File: src/rtl/prism_cfg_pkg.sv
// ---------------------------------------------------------------------------
// prism_cfg_pkg
// Shared definitions for the configuration latch array loader and readback
// engine: FSM state encoding, register-window addresses, row-index width
// derivation and the one-hot row decode.
// ---------------------------------------------------------------------------
package prism_cfg_pkg;

    typedef enum logic [1:0] {
        IDLE    = 2'd0,
        SELECT  = 2'd1,
        CAPTURE = 2'd2
    } state_t;

    localparam logic [2:0] ADDR_LO = 3'h0;
    localparam logic [2:0] ADDR_HI = 3'h4;

    // Number of index bits needed to address 'depth' rows (depth 1..32).
    function automatic int idx_bits(input int depth);
        if (depth > 16)
            return 5;
        else if (depth > 8)
            return 4;
        else
            return 3;
    endfunction

    // One-hot decode of a row index. Indices at or beyond 'depth' decode to
    // all-zero so a stray index can never select a row.
    function automatic logic [31:0] onehot_row(input logic [4:0] idx, input int depth);
        logic [31:0] sel;
        sel = '0;
        if (int'(idx) < depth)
            sel[idx] = 1'b1;
        return sel;
    endfunction

endpackage

File: src/rtl/latch_readback.sv
// ---------------------------------------------------------------------------
// latch_readback
// Readback engine for the configuration latch array. A CPU register write
// either reads back a single row or scans every row and folds them into one
// XOR checksum. Each row access takes two cycles: SELECT lets the array read
// mux settle, CAPTURE registers its output.
//
// Ports
//   clk       system clock
//   rst_n     asynchronous active-low reset
//   read_req  one-cycle command strobe (accepted only when idle)
//   data_in   command data; low IDX_BITS bits are the row for a single read
//   address   3'h0 = single read / low word, 3'h4 = scan / high word
//   row_data  read-mux output of the latch array
//   row_sel   registered one-hot row select to the array read mux
//   data_out  capture register word selected by address
//   busy      high whenever the engine is not idle
//   done      one-cycle pulse in the first idle cycle after an operation
// ---------------------------------------------------------------------------
module latch_readback
    import prism_cfg_pkg::*;
#(
    parameter int DEPTH = 8,
    parameter int WIDTH = 64
) (
    input  logic             clk,
    input  logic             rst_n,
    input  logic             read_req,
    input  logic [31:0]      data_in,
    input  logic [2:0]       address,
    input  logic [WIDTH-1:0] row_data,
    output logic [DEPTH-1:0] row_sel,
    output logic [31:0]      data_out,
    output logic             busy,
    output logic             done
);

    localparam int IDX_BITS = idx_bits(DEPTH);
    localparam logic [IDX_BITS-1:0] LAST_ROW = IDX_BITS'(DEPTH - 1);

    state_t               state_q,   state_d;
    logic [IDX_BITS-1:0]  index_q,   index_d;
    logic [WIDTH-1:0]     capture_q, capture_d;
    logic                 scan_q,    scan_d;
    logic                 done_q,    done_d;
    logic [DEPTH-1:0]     row_sel_q, row_sel_d;
    logic [31:0]          sel_wide;
    logic                 in_range;
    logic [63:0]          capture_ext;
    logic                 unused_data;

    // Only a single read can carry an out-of-range index; a scan always
    // starts at DEPTH-1 and counts down.
    assign in_range = (int'(index_q) < DEPTH);

    // NOTE: every variable driven here gets a default first, so no path
    // through the case statement leaves a value unassigned and infers a latch.
    always_comb begin
        state_d   = state_q;
        index_d   = index_q;
        capture_d = capture_q;
        scan_d    = scan_q;
        done_d    = 1'b0;

        case (state_q)
            IDLE: begin
                if (read_req) begin
                    if (address == ADDR_LO) begin
                        index_d = data_in[IDX_BITS-1:0];
                        scan_d  = 1'b0;
                        state_d = SELECT;
                    end else if (address == ADDR_HI) begin
                        index_d   = LAST_ROW;
                        capture_d = '0;
                        scan_d    = 1'b1;
                        state_d   = SELECT;
                    end
                end
            end

            SELECT: begin
                state_d = CAPTURE;
            end

            CAPTURE: begin
                if (!scan_q) begin
                    capture_d = in_range ? row_data : '0;
                    state_d   = IDLE;
                    done_d    = 1'b1;
                end else begin
                    capture_d = capture_q ^ row_data;
                    if (index_q == '0) begin
                        state_d = IDLE;
                        done_d  = 1'b1;
                    end else begin
                        index_d = index_q - IDX_BITS'(1);
                        state_d = SELECT;
                    end
                end
            end

            default: begin
                state_d = IDLE;
            end
        endcase
    end

    // row_sel is registered from the next state and index so that it is
    // already valid in the first SELECT cycle and drops on return to IDLE.
    assign sel_wide  = onehot_row(5'(index_d), DEPTH);
    assign row_sel_d = (state_d != IDLE) ? sel_wide[DEPTH-1:0] : '0;

    // NOTE: sequential state uses non-blocking assignments so every register
    // samples the pre-edge value of its neighbours, independent of ordering.
    always_ff @(posedge clk or negedge rst_n) begin
        if (!rst_n) begin
            state_q   <= IDLE;
            index_q   <= '0;
            capture_q <= '0;
            scan_q    <= 1'b0;
            done_q    <= 1'b0;
            row_sel_q <= '0;
        end else begin
            state_q   <= state_d;
            index_q   <= index_d;
            capture_q <= capture_d;
            scan_q    <= scan_d;
            done_q    <= done_d;
            row_sel_q <= row_sel_d;
        end
    end

    // Zero-extend so the high word is well defined for any WIDTH in 33..64.
    assign capture_ext = 64'(capture_q);

    always_comb begin
        case (address)
            ADDR_LO: data_out = capture_ext[31:0];
            ADDR_HI: data_out = capture_ext[63:32];
            default: data_out = '0;
        endcase
    end

    assign row_sel = row_sel_q;
    assign busy    = (state_q != IDLE);
    assign done    = done_q;

    // Upper command bits are not part of the row index.
    assign unused_data = &{1'b0, data_in[31:IDX_BITS]};

endmodule

File: config.mk
export PLATFORM = sky130hd
export DESIGN_NAME = latch_readback
export DESIGN_NICKNAME = d
export VERILOG_FILES = /design/src/rtl/prism_cfg_pkg.sv /design/src/rtl/latch_readback.sv
export SDC_FILE = /design/constraint.sdc
export NUM_CORES = 1
export LEC_CHECK = 0
export BUFFER_PORTS_ARGS = -buffer_cell sky130_fd_sc_hd__buf_4
export CAP_MARGIN = 20
export CORE_MARGIN = 5
export CORE_UTILIZATION = 53
export DETAILED_ROUTE_END_ITERATION = 8
export PLACE_DENSITY_LB_ADDON = 0.15
export SYNTH_ARGS = -nofsm -noshare
export SYNTH_HDL_FRONTEND = slang
export SYNTH_SLANG_ARGS = --single-unit
File: constraint.sdc
create_clock -name clk -period 5.53 [get_ports clk]
set_input_delay 1.3825 -clock clk [delete_from_list [all_inputs] [get_ports clk]]
set_output_delay 1.3825 -clock clk [all_outputs]
set_load 0.02 [all_outputs]
==> impl_metrics.env, run 1 <==
export IMPL_status="finished clean"
export IMPL_dr_pass1_iters=5
export IMPL_yosysMostFrequentCell="a22o_1"
export IMPL_ant_nets=0
export IMPL_maxSlewHeadroom=0.303
export IMPL_synth_main_ff_cell="dfrtp_1"
export IMPL_area_growth_pct=27.8
export IMPL_core_area_um2=7210
export IMPL_viasPerCell=6.05
export IMPL_synth_common_cells="a22o_1, dfrtp_1, o21ai_0"
export IMPL_p_clk_frac=0.183
export IMPL_power_switching_w=0.000751
export IMPL_antenna_found_initial=0
export IMPL_clockBufferDepth=2
export IMPL_synth_avg_cell_area_um2=9.86
export IMPL_synth_top_area_cell="dfrtp_1"
export IMPL_ys_async_sr_fraction=1.00
export IMPL_worstPathMaxFanout=19
export IMPL_htree_levels=3
export IMPL_initial_core_util=0.544
export IMPL_grt_pass1_wl_um=17200
export IMPL_synth_seq_cells=79
export IMPL_wl_per_cell_um=17.8
export IMPL_post_cts_resized=0
export IMPL_required_ns=4.15
export IMPL_antenna_cells=0
export IMPL_clock_root_buffer="clkbuf_8"
export IMPL_drt_total_wl_um=10600
export IMPL_die_w_um=96.0
export IMPL_power_density_nw_per_um2=402
export IMPL_grt_remaining_overflow=0
export IMPL_drc_errors=0
export IMPL_synth_edff_count=0
export IMPL_fin_nets=597
export IMPL_ys_warn_count=0
export IMPL_clock_skew_ns=0.0131
export IMPL_die_height_um=96.0
export IMPL_vdd_drop_max_uv=180
export IMPL_layout_drive_gt1_share=0.289
export IMPL_synth_top_area_share=0.504
export IMPL_grt_pass1_vias=3640
export IMPL_grt_setup_unrepaired="false"
export IMPL_synth_distinct_cells=29
export IMPL_hold_end="capture_ext[9]$_DFFE_PN0P_"
export IMPL_netlist_area_um2=3920
export IMPL_min_period_ns=4.33
export IMPL_p_comb_frac=0.345
export IMPL_p_leak_nw=2.42
export IMPL_final_hold_violation_count=0
export IMPL_synth_area_top_cells="dfrtp_1, a22o_1, o21ai_0, a21oi_1, clkbuf_1"
export IMPL_criticalPathCategory="input port to primary output"
export IMPL_grt_max_degree=80
export IMPL_vias=3613
export IMPL_ios=144
export IMPL_r2r_slack_ns=3.41
export IMPL_dieArea_um2=9220
export IMPL_syn_nets=502
export IMPL_drv_cap=0
export IMPL_fin_tns_setup_ns=0
export IMPL_cts_tree="yes"
export IMPL_clk_latency_ns=0.35
export IMPL_gp_congestion=0.875
export IMPL_dp_hpwl_um=6600
export IMPL_io_buffers=114
export IMPL_swShare=0.372
export IMPL_synthCells=398
export IMPL_tightest_slew_ns=1.05
export IMPL_worstHoldStart="capture_ext[9]$_DFFE_PN0P_"
export IMPL_cp_arrival_ns=2.94
export IMPL_row_count=31
export IMPL_period_share=0.783
export IMPL_drtIter0Drc=245
export IMPL_holdPathStages=1
export IMPL_whs_ns=0.526
export IMPL_end_kind="primary output"
export IMPL_holdCritPathClass="flip-flop to flip-flop"
export IMPL_seq_power_share=0.472
export IMPL_post_cts_setup_buffers=0
export IMPL_cts_buffers=9
export IMPL_reg2reg_from="state_q[1]$_DFF_PN0_"
export IMPL_clk_pin_slew_ns=0.07
export IMPL_p_total_w=0.00202
export IMPL_cts_sinks=79
export IMPL_hold_buffers=0
export IMPL_grtUsageTotal=0.235
export IMPL_crit_path_start_kind="input port"
export IMPL_r2r_cells=4
export IMPL_seq_area_frac_synth=0.504
export IMPL_drv_slew=0
export IMPL_internal_power_w=0.00127
export IMPL_setup_viol=0
export IMPL_max_freq_ghz=0.231
export IMPL_reg2reg_to="capture_ext[3]$_DFFE_PN0P_"
[worst max path at each step]
stage,slack [ns],to,startpoint,depth (start not counted)
final,1.20,data_out[2],address[1],6
after global routing,1.13,data_out[28],address[1],6
after CTS,1.21,data_out[2],address[1],6
after detailed placement,1.22,data_out[7],address[1],6
after global placement,1.24,data_out[7],address[1],6
after floorplan,1.77,data_out[0],address[1],5
[worst max-delay path, cell delays in order]
cell and delay (ns):
buf_4 0.12, nor2_1 0.22, and2_1 0.66, buf_12 0.24
a22o_1 0.16, buf_4 0.14
[through the flow]
| step | utilization | setup WS [ns] | instances | instance area, um2 |
|---|---|---|---|---|
| 2_1_floorplan | - | 1.77 | 398 | 3920 |
| 3_5_place_dp | 0.668 | 1.22 | 580 | 4820 |
| 3_3_place_gp | 0.668 | 1.24 | 580 | 4820 |
| 6_report | 0.695 | 1.20 | 597 | 5010 |
| 4_1_cts | 0.691 | 1.21 | 596 | 4990 |
| 5_1_grt | 0.695 | 1.13 | 597 | 5010 |
[cells by family after synthesis]
| logic type | count (synthesis) | synth area share |
|---|---|---|
| AND/OR/NAND/NOR | 44 | 0.0549 |
| buffers and inverters | 41 | 0.0399 |
| AO/OA/AOI/OAI | 227 | 0.383 |
| multiplexers | 1 | 0.00287 |
| adder cells (fa/ha/maj) | 2 | 0.00638 |
| flip-flops | 79 | 0.504 |
| XOR/XNOR | 4 | 0.00893 |
[metal layers]
layer | part of all wire | GRT usage | vias up | wire length (um)
met5 | 0 | 0 | - | 0
met3 | 0.079 | 0.0477 | 12 | 843
met4 | 0.011 | 0.0782 | 0 | 122
li1 | - | - | 1709 | -
met1 | 0.42 | 0.321 | 1757 | 4470
met2 | 0.49 | 0.375 | 135 | 5190
[power groups by stage]
stage	clock network [W]	registers [W]	logic (W)
after global placement	0	0.000943	0.000668
after CTS	0.000377	0.000949	0.000696
after detailed placement	0	0.000957	0.000693
after global routing	0.000404	0.000981	0.000771
final	0.000369	0.000951	0.000696
after floorplan	0	0.000921	0.000486
[cell type report]
class / instances / area (um2)
flip-flops and latches: 79 / 1980
multi-input cells: 278 / 1800
repair buffers: 119 / 926
fillers: 571 / 2200
well taps: 99 / 124
clock inverters: 6 / 37.5
clock buffers: 10 / 128
inverters: 6 / 22.5
[registers in the layout (all words and copies together) (netlist names)]
signal,count
done,1
scan_q,1
capture_ext,64
state_q,2
row_sel,8
index_q,3
[placed cells by master, fill, tap and decap left out, types with 5 or more instances in the layout]
master / count
a22o_1: 92
inv_1: 5
buf_4: 117
o21ai_0: 66
clkbuf_8: 9
nor3_1: 10
a21oi_1: 62
nor2_1: 8
dfrtp_1: 78
nand2_1: 13
Note: power is estimated with default switching activity, not from simulation.
==> run 2, diff against run 1 <==
Settings changed: CORE_UTILIZATION 53 to 50.
Clock period 5.53 ns to 4.4 ns, I/O delays scaled along.
==> impl_metrics.env, run 2 (synthesized netlist as in run 1, its figures left out) <==
export IMPL_status="finished clean"
export IMPL_ant_nets=0
export IMPL_core_area_um2=7690
export IMPL_drv_slew=0
export IMPL_clk_latency_ns=0.34
export IMPL_grt_max_degree=80
export IMPL_fin_util=0.660
export IMPL_viasPerCell=6.06
export IMPL_post_cts_setup_buffers=0
export IMPL_crit_path_start_kind="input port"
export IMPL_cts_tree="yes"
export IMPL_die_w_um=98.6
export IMPL_die_height_um=98.6
export IMPL_worstPathMaxFanout=34
export IMPL_grt_pass1_vias=3625
export IMPL_place_area_um2=4840
export IMPL_max_freq_ghz=0.284
export IMPL_drv_cap=0
export IMPL_antenna_found_initial=0
export IMPL_initial_core_util=0.510
export IMPL_clock_skew_ns=0.0125
export IMPL_clockBufferDepth=2
export IMPL_reg2reg_from="index_q[0]$_DFF_PN0_"
export IMPL_dieArea_um2=9720
export IMPL_vdd_drop_max_uv=224
export IMPL_clk_pin_slew_ns=0.07
export IMPL_hold_buffers=0
export IMPL_grt_remaining_overflow=0
export IMPL_final_common_cell="buf_4"
export IMPL_drc_errors=0
export IMPL_ios=144
export IMPL_criticalPathCategory="input port to primary output"
export IMPL_r2r_slack_ns=2.45
export IMPL_vias=3648
export IMPL_clock_root_buffer="clkbuf_8"
export IMPL_multi_input_area_um2=1800
export IMPL_power_density_nw_per_um2=518
export IMPL_mostFrequentLayoutCells="buf_4, a22o_1, dfrtp_1"
export IMPL_cts_sinks=79
export IMPL_drtIter0Drc=266
export IMPL_io_buffers=114
export IMPL_setup_viol=0
export IMPL_wl_per_cell_um=17.6
export IMPL_largest_reg_flops=64
export IMPL_end_kind="primary output"
export IMPL_regArea_um2=1980
export IMPL_dp_hpwl_um=6470
export IMPL_critPathLaunch="address[1]"
export IMPL_tightest_slew_ns=0.727
export IMPL_reg2reg_to="row_sel[1]$_DFF_PN0_"
export IMPL_grtUsageTotal=0.220
export IMPL_layout_drive_gt1_share=0.294
export IMPL_period_share=0.799
export IMPL_cp_arrival_ns=2.42
export IMPL_fin_nets=599
export IMPL_maxSlewHeadroom=0.515
export IMPL_final_hold_violation_count=0
export IMPL_n_fill_cell=638
export IMPL_crit_end="data_out[14]"
export IMPL_dr_pass1_iters=4
export IMPL_cts_buffers=9
export IMPL_post_cts_resized=0
export IMPL_fin_tns_setup_ns=0
export IMPL_finalInstanceArea_um2=5080
export IMPL_required_ns=3.30
export IMPL_grt_pass1_wl_um=17500
export IMPL_r2r_cells=7
export IMPL_area_growth_pct=29.4
export IMPL_antenna_cells=0
export IMPL_row_count=32
export IMPL_drt_total_wl_um=10600
export IMPL_min_period_ns=3.52
export IMPL_grt_setup_unrepaired="false"
export IMPL_holdCritPathClass="flip-flop to flip-flop"
export IMPL_gp_congestion=0.807
export IMPL_htree_levels=3
export IMPL_p_leak_nw=2.46
==> run 2: changes by cell type in the layout (fill, tap and decap cells not counted) <==
cell / previous run / this run
buf_4: 117 / 119
clkbuf_8: 9 / 11
clkinvlp_4: 3 / 1
bufinv_16: 0 / 1
clkbuf_1: 1 / 0
clkinv_2: 3 / 2
clkinv_4: 0 / 1
==> run 2: through the flow <==
stage | setup WS (ns) | hold WS (ns) | cells | power [W]
6_report | 0.882 | 0.510 | 602 | 0.00263
5_1_grt | 0.838 | 0.523 | 602 | 0.00280
4_1_cts | 0.900 | 0.513 | 601 | 0.00264
3_5_place_dp | 0.903 | 0.496 | 585 | 0.00207
3_3_place_gp | 0.911 | 0.493 | 585 | 0.00204
2_1_floorplan | 1.20 | 0.472 | 398 | 0.00177
==> run 2: worst min-delay path by stage <==
stage / startpoint / depth (start not counted) / slack, ns / endpoint
6_report: capture_ext[48]$_DFFE_PN0P_ / 2 / 0.51 / capture_ext[48]$_DFFE_PN0P_
5_1_grt: rst_n / 1 / 0.52 / row_sel[2]$_DFF_PN0_
4_1_cts: capture_ext[48]$_DFFE_PN0P_ / 2 / 0.51 / capture_ext[48]$_DFFE_PN0P_
3_5_place_dp: capture_ext[48]$_DFFE_PN0P_ / 2 / 0.50 / capture_ext[48]$_DFFE_PN0P_
3_3_place_gp: capture_ext[48]$_DFFE_PN0P_ / 2 / 0.49 / capture_ext[48]$_DFFE_PN0P_
2_1_floorplan: capture_ext[7]$_DFFE_PN0P_ / 2 / 0.47 / capture_ext[7]$_DFFE_PN0P_
==> run 2: area by class of cell <==
class,instances,share of cell area
flip-flops and latches,79,0.390
well taps,102,0.0251
clock inverters,5,0.0111
inverters,6,0.00444
clock buffers,11,0.0298
repair buffers,121,0.185
multi-input cells,278,0.354
==> run 2: critical path: stages <==
cell    delay (ns)
buf_4         0.12
nor2_1        0.25
and2_1        0.17
buf_4         0.39
a22o_1        0.23
buf_4         0.15
==> run 2: report_power, final <==
group	internal, W	total, W	switching (W)	leakage, nW
clock	0.000292	0.000552	0.000260	0.105
sequential	0.000984	0.00119	0.000208	1.02
combinational	0.000411	0.000884	0.000472	1.33
total	0.00169	0.00263	0.000940	2.46
==> run 2: per-layer routing <==
metal | vias to the layer above | routed length, um | GRT usage | share of wire
met5 | - | 0 | 0 | 0
met4 | 0 | 189 | 0.0945 | 0.018
met3 | 17 | 855 | 0.0573 | 0.081
met2 | 145 | 4930 | 0.339 | 0.46
met1 | 1777 | 4630 | 0.293 | 0.44
li1 | 1709 | - | - | -
==> run 3, diff against run 2 <==
Settings changed: CORE_UTILIZATION 50 to 45.
Clock period 4.4 ns to 3 ns, I/O delays scaled along.
==> impl_metrics.env, run 3 (synthesized netlist as in run 1, its figures left out) <==
export IMPL_dr_pass1_iters=4
export IMPL_post_place_cells=596
export IMPL_p_leak_nw=2.46
export IMPL_drc_errors=0
export IMPL_maxSlewHeadroom=0.523
export IMPL_grt_remaining_overflow=0
export IMPL_dieArea_um2=10700
export IMPL_criticalPathCategory="input port to primary output"
export IMPL_status="finished clean"
export IMPL_fin_nets=603
export IMPL_holdCritPathClass="input port to async pin"
export IMPL_largest_reg_flops=64
export IMPL_r2r_slack_ns=1.06
export IMPL_vdd_drop_max_uv=303
export IMPL_fin_tns_setup_ns=0
export IMPL_clockBufferDepth=2
export IMPL_hold_buffers=0
export IMPL_drv_cap=0
export IMPL_clock_skew_ns=0.0118
export IMPL_required_ns=2.25
export IMPL_die_height_um=103
export IMPL_cts_sinks=79
export IMPL_final_hold_violation_count=0
export IMPL_io_buffers=114
export IMPL_cp_arrival_ns=1.89
export IMPL_period_share=0.880
export IMPL_worstPathMaxFanout=18
export IMPL_reg2reg_from="index_q[0]$_DFF_PN0_"
export IMPL_dp_hpwl_um=6940
export IMPL_initial_core_util=0.456
export IMPL_setup_viol=0
export IMPL_clk_pin_slew_ns=0.08
export IMPL_reg2reg_to="row_sel[7]$_DFF_PN0_"
export IMPL_area_growth_pct=29.6
export IMPL_vias=3670
export IMPL_grt_max_degree=66
export IMPL_grtUsageTotal=0.207
export IMPL_layout_drive_gt1_share=0.298
export IMPL_cts_buffers=9
export IMPL_grt_setup_unrepaired="false"
export IMPL_crit_end="data_out[1]"
export IMPL_grt_pass1_wl_um=17700
export IMPL_ant_nets=0
export IMPL_final_common_cell="buf_4"
export IMPL_antenna_cells=0
export IMPL_post_cts_setup_buffers=0
export IMPL_ios=144
export IMPL_final_cells=612
export IMPL_crit_path_start_kind="input port"
export IMPL_tightest_slew_ns=0.716
export IMPL_mostFrequentLayoutCells="buf_4, a22o_1, dfrtp_1"
export IMPL_post_cts_resized=0
export IMPL_cts_tree="yes"
export IMPL_antenna_found_initial=0
export IMPL_end_kind="primary output"
export IMPL_viasPerCell=6.00
export IMPL_row_count=34
export IMPL_power_density_nw_per_um2=756
export IMPL_drv_slew=0
export IMPL_clk_latency_ns=0.35
export IMPL_core_area_um2=8590
export IMPL_die_w_um=103
export IMPL_clock_root_buffer="clkbuf_8"
export IMPL_wl_per_cell_um=17.7
export IMPL_gp_congestion=0.785
export IMPL_max_freq_ghz=0.379
export IMPL_r2r_cells=7
export IMPL_critPathLaunch="address[1]"
export IMPL_htree_levels=3
export IMPL_drtIter0Drc=199
export IMPL_drt_total_wl_um=10800
export IMPL_grt_pass1_vias=3619
export IMPL_min_period_ns=2.64
run 3: area by class of cell:
type | count | area, um2
Clock inverter | 5 | 57.6
Tap cell | 108 | 135
Clock buffer | 11 | 141
Fill cell | 760 | 3510
Inverter | 6 | 22.5
Sequential cell | 79 | 1980
Multi-Input combinational cell | 278 | 1800
Timing Repair Buffer | 125 | 951
run 3: worst min path at each step:
stage                     slack (ns)                     endpoint  depth (start not counted)                         from
after floorplan                 0.45   capture_ext[0]$_DFFE_PN0P_                          0                        rst_n
after global placement          0.49  capture_ext[49]$_DFFE_PN0P_                          2  capture_ext[49]$_DFFE_PN0P_
after detailed placement        0.49  capture_ext[49]$_DFFE_PN0P_                          2  capture_ext[49]$_DFFE_PN0P_
after CTS                       0.36         row_sel[4]$_DFF_PN0_                          1                        rst_n
after global routing            0.39         row_sel[4]$_DFF_PN0_                          1                        rst_n
final                           0.36         row_sel[4]$_DFF_PN0_                          1                        rst_n
run 3: stage by stage:
| stage | worst slack (ns) | hold slack, ns | utilization | area [um2] | power [W] |
|---|---|---|---|---|---|
| final | 0.359 | 0.355 | 0.592 | 5080 | 0.00384 |
| after CTS | 0.390 | 0.364 | 0.592 | 5080 | 0.00387 |
| after global placement | 0.366 | 0.494 | 0.569 | 4890 | 0.00301 |
| after global routing | 0.258 | 0.387 | 0.592 | 5080 | 0.00411 |
| after detailed placement | 0.398 | 0.493 | 0.569 | 4890 | 0.00305 |
| after floorplan | 0.502 | 0.454 | - | 3920 | 0.00259 |
run 3: report_power, final:
group | switching (W) | internal [W]
clock | 0.000401 | 0.000406
combinational | 0.000650 | 0.000601
sequential | 0.000344 | 0.00144
run 3: layer usage:
metal  vias to the layer above  routed length [um]  GRT usage
li1                       1712                   -          -
met1                      1809                4800      0.286
met3                        13                 799     0.0416
met4                         0                 142     0.0697
met5                         -                   0          0
met2                       136                5110      0.327
run 3: critical path: stages:
cell and delay [ns]:
buf_4 0.12, nor2_1 0.20, and2_1 0.19, buf_4 0.27, a22o_1 0.20, buf_4 0.15
